### src/rtl/temp_alert_irq_ctrl.sv
// Alert/interrupt controller for NUM_CH active-low temperature-sensor ALERT pins.
// Each channel: 2-flop sync, debounce filter, level/edge event, sticky pending, mask, registered INT.
module temp_alert_irq_ctrl #(
  parameter int unsigned NUM_CH     = 2,
  parameter int unsigned DEB_CYCLES = 4
) (
  input  logic              CLK,
  input  logic              RESET,
  input  logic [NUM_CH-1:0] ALERT_N,
  input  logic [NUM_CH-1:0] EDGE_MODE,
  input  logic [NUM_CH-1:0] MASK,
  input  logic              CLR_STB,
  input  logic [NUM_CH-1:0] CLR_SEL,
  output logic [NUM_CH-1:0] PENDING,
  output logic [NUM_CH-1:0] MISSED,
  output logic [NUM_CH-1:0] INT,
  output logic              INT_ANY
);

  localparam int unsigned    CW       = $clog2(DEB_CYCLES + 1);
  localparam logic [CW-1:0]  CNT_LAST = CW'(DEB_CYCLES - 1);

  logic [NUM_CH-1:0] s1_q, s2_q;
  logic [NUM_CH-1:0] filt_q, filt_d;
  logic [NUM_CH-1:0] filt_dly_q;
  logic [CW-1:0]     cnt_q [NUM_CH];
  logic [CW-1:0]     cnt_d [NUM_CH];
  logic [NUM_CH-1:0] pend_q, pend_d;
  logic [NUM_CH-1:0] miss_q, miss_d;
  logic [NUM_CH-1:0] int_q, int_d;
  logic              int_any_q, int_any_d;

  logic [NUM_CH-1:0] active_s;
  logic [NUM_CH-1:0] clr;
  logic [NUM_CH-1:0] ev;

  always_comb begin
    active_s = ~s2_q;
    clr      = {NUM_CH{CLR_STB}} & CLR_SEL;
    // Edge mode only fires on the rising filtered level; level mode fires every active cycle.
    ev       = filt_q & (~EDGE_MODE | ~filt_dly_q);

    filt_d = filt_q;
    for (int unsigned i = 0; i < NUM_CH; i++) begin
      cnt_d[i] = '0;
      if (active_s[i] != filt_q[i]) begin
        if (cnt_q[i] == CNT_LAST) begin
          filt_d[i] = active_s[i];
        end else begin
          cnt_d[i] = cnt_q[i] + 1'b1;
        end
      end
    end

    // A new event outranks a clear issued on the same cycle.
    pend_d    = ev | (pend_q & ~clr);
    miss_d    = (EDGE_MODE & ev & pend_q & ~clr) | (miss_q & ~clr);
    int_d     = pend_q & ~MASK;
    int_any_d = |int_d;
  end

  always_ff @(posedge CLK or posedge RESET) begin
    if (RESET) begin
      s1_q       <= '1;
      s2_q       <= '1;
      filt_q     <= '0;
      filt_dly_q <= '0;
      cnt_q      <= '{default: '0};
      pend_q     <= '0;
      miss_q     <= '0;
      int_q      <= '0;
      int_any_q  <= 1'b0;
    end else begin
      s1_q       <= ALERT_N;
      s2_q       <= s1_q;
      filt_q     <= filt_d;
      filt_dly_q <= filt_q;
      cnt_q      <= cnt_d;
      pend_q     <= pend_d;
      miss_q     <= miss_d;
      int_q      <= int_d;
      int_any_q  <= int_any_d;
    end
  end

  assign PENDING = pend_q;
  assign MISSED  = miss_q;
  assign INT     = int_q;
  assign INT_ANY = int_any_q;

endmodule
### config.mk
export PLATFORM = sky130hd
export DESIGN_NAME = temp_alert_irq_ctrl
export DESIGN_NICKNAME = d
export VERILOG_FILES = /design/src/rtl/temp_alert_irq_ctrl.sv
export SDC_FILE = /design/constraint.sdc
export NUM_CORES = 1
export LEC_CHECK = 0
export ABC_AREA = 1
export BUFFER_PORTS_ARGS = -buffer_cell sky130_fd_sc_hd__buf_2
export CAP_MARGIN = 25
export CORE_MARGIN = 2
export CORE_UTILIZATION = 36
export CTS_CLUSTER_DIAMETER = 120
export CTS_CLUSTER_SIZE = 24
export DETAILED_ROUTE_END_ITERATION = 16
export PLACE_DENSITY = 0.65
export SLEW_MARGIN = 10
export SYNTH_ARGS = -nofsm -noshare
export SYNTH_HDL_FRONTEND = slang
export SYNTH_SLANG_ARGS = --single-unit
### constraint.sdc
create_clock -name CLK -period 2.3 [get_ports CLK]
set_input_delay 0.23 -clock CLK [delete_from_list [all_inputs] [get_ports CLK]]
set_output_delay 0.23 -clock CLK [all_outputs]
set_load 0.02 [all_outputs]
==> summary.md <==
| Metric | Value |
|---|---|
| Root Driver | `clkbuf_4` |
| YS warnings | `0` |
| Fin. max-slew vios | `0` |
| Final instance count without filler cells | `119` |
| CP required | `2.07 ns` |
| Max-capacitance violation count | `0` |
| Die span in y | `49.7 um` |
| Fin crit period | `1.12 ns` |
| Critical path cell sequence | `buf_2` |
| Syn Area/Cell | `10.9 um2` |
| FMAX | `891 MHz` |
| CORE AREA | `1960 um2` |
| GRT Total Usage | `10.2%` |
| Die area | `2470 um2` |
| Initial Util | `38.4%` |
| WL final | `1060 um` |
| Layout Skew | `0.00221 ns` |
| Number of synthesized register bits | `21` |
| Nature of the critical path endpoint | `primary output` |
| Core Rows | `16` |
| Routed Antenna Nets | `0` |
| CP Class | `reg2out` |
| VDD IR max | `0.000522 V` |
| Layout cell share with drive strength beyond 1 | `26.1%` |
| Status | `finished, final reports clean` |
| Ant diodes | `0` |
| Synthesized instance count | `69` |
| Final Hold Viols | `0` |
| Placed insts | `113` |
| Buf/Inv on CP | `1` |
| Worst-skew pair later-pin latency | `0.30 ns` |
| Via density | `4.18` |
| Seq/Total Area, Yosys | `70.4%` |
| Worst r2r src | `cnt_q[0]` |
| Final Cycle Share | `48.8%` |
| Register-to-register setup slack | `1.30 ns` |
| DRC | `0` |
| Drt first pass iters | `2` |
| Initial DRC Count | `2` |
| Worst Path Max Fanout | `4` |
| Mapped cell area | `753 um2` |
| First-pass GRT wire length | `1810 um` |
| TritonCTS buffer count | `3` |
| CTS Sinks | `21` |
| Kind of cell adding the most delay to the critical path | `flip-flops` |
| Setup tns final | `0 ns` |
| CP max stage delay | `0.42 ns` |
| Lkg Pwr | `0.483 nW` |
| Initial antenna violation count | `0` |
| CTS tree | `done` |
| Unique cell type count in the Yosys netlist | `11` |
| Critical Path AT | `0.89 ns` |
| RSZ-0062 raised after global routing | `false` |
| Critical Path Start Type | `flip-flop` |
| Routability cong. | `0.712` |
| Relative slew slack | `50.5%` |
| Clk slew on worst S/H paths | `0.11 ns` |
| Per-cell routed wire length | `8.90 um` |
| CP max stage cell | `dfrtp_1` |
| Worst Setup SP | `PENDING[1]` |
| Slew @ Worst Pin | `0.741 ns` |
| Grt total ovfl | `0` |
| Max Root-Sink Buffers | `2` |
| Pwr dens | `1110 nW/um2` |
| Largest net degree at the start of global routing | `22` |
| H-tree Lvls | `1` |
| Chip width | `49.7 um` |
| DR vias | `497` |
| Nets | `106` |
| PortBufs | `17` |
| Vias in the first global route | `439` |
| Setup violations, final | `0` |
| Post-Syn Nets | `82` |
| Synth-to-layout area growth | `21.9%` |
| I/O pins | `18` |
| Min-delay worst type | `in2async` |
| # resized after CTS | `0` |
[report_power, final]
group          total, mW  switching, mW  internal [mW]
Clock              0.171          0.103         0.0676
Combinational      0.306          0.190          0.116
Sequential         0.545         0.0612          0.484
Total               1.02          0.355          0.668
[metrics by stage]
| step | setup WS [ns] | hold WS (ns) | total power [mW] | util [%] | area [um2] |
|---|---|---|---|---|---|
| after detailed placement | 1.32 | 0.336 | 0.862 | 44.5 | 872 |
| after global placement | 1.35 | 0.335 | 0.852 | 44.5 | 872 |
| after global routing | 1.13 | 0.0562 | 1.10 | 46.8 | 918 |
| after floorplan | 1.38 | 0.204 | 0.764 | - | 753 |
| after CTS | 1.16 | 0.00561 | 1.04 | 45.8 | 898 |
| final | 1.18 | 0.0405 | 1.02 | 46.8 | 918 |
[path summary, 6_finish.rpt]
check | end | cells after the start
max reg2reg | cnt_q[2] | 3
max in group asynchronous | cnt_q[1] | 2
max | PENDING[1] | 1
min reg2reg | s2_q[0] | 0
min in group CLK | INT[1] | 2
min | filt_dly_q[0] | 2
[synthesized netlist by cell type]
master / instances / area, um2
nand3_1: 2 / 10.0
o21ai_0: 4 / 20.0
xor2_1: 2 / 17.5
dfstp_2: 4 / 105
dfrtp_1: 17 / 425
nor2_1: 8 / 30.0
or2_0: 2 / 12.5
ha_1: 2 / 25.0
nand2_1: 20 / 75.1
inv_1: 7 / 26.3
o22ai_1: 1 / 6.26
[final cells by class]
type                            count  area, um2
Fill cell                         199       1040
Sequential cell                    21        531
Multi-Input combinational cell     41        196
Timing Repair Buffer               19        105
Tap cell                           27       33.8
Clock buffer                        4       26.3
Inverter                            7       26.3
[cell usage in the layout (no fill, tap or decap)]
master and n:
o22ai_1 1, dlygate4sd3_1 2, xor2_1 2, o21ai_0 4, clkbuf_1 1, buf_2 17, nand3_1 2, dfrtp_1 17
dfstp_2 4, nor2_1 8, inv_1 7, or2_0 2, clkbuf_4 3, nand2_1 20, ha_1 2
[metal layers]
layer | vias to the layer above | global-route usage, % | share of wire (%)
li1 | 259 | - | -
met1 | 214 | 13.0 | 47
met2 | 20 | 13.1 | 38
met3 | 4 | 5.45 | 11
met4 | 0 | 6.94 | 2.8
met5 | - | 0 | 0
[what timing repair did]
item | CTS | global route
endpoints found under the hold margin | 0 | 2
setup buffers | 0 | 0
endpoints found under the setup margin | 0 | 0
hold buffers | 0 | 2
[cells by family (layout without fill, tap and decap cells)]
family	Yosys count	after routing	share of synthesized area, %
flip-flops	21	21	70.4
AO/OA/AOI/OAI	5	5	3.49
buffers and inverters	7	30	3.49
AND/OR/NAND/NOR	32	32	16.9
XOR/XNOR	2	2	2.33
adder cells (fa/ha/maj)	2	2	3.32
[state kept, by name (all words and copies together), names as in the netlist]
register / cells
cnt_q: 6
INT: 2
MISSED: 2
PENDING: 2
filt_dly_q: 2
filt_q: 2
s1_q: 2
s2_q: 2
INT_ANY: 1
(Power assumes the default switching activity.)
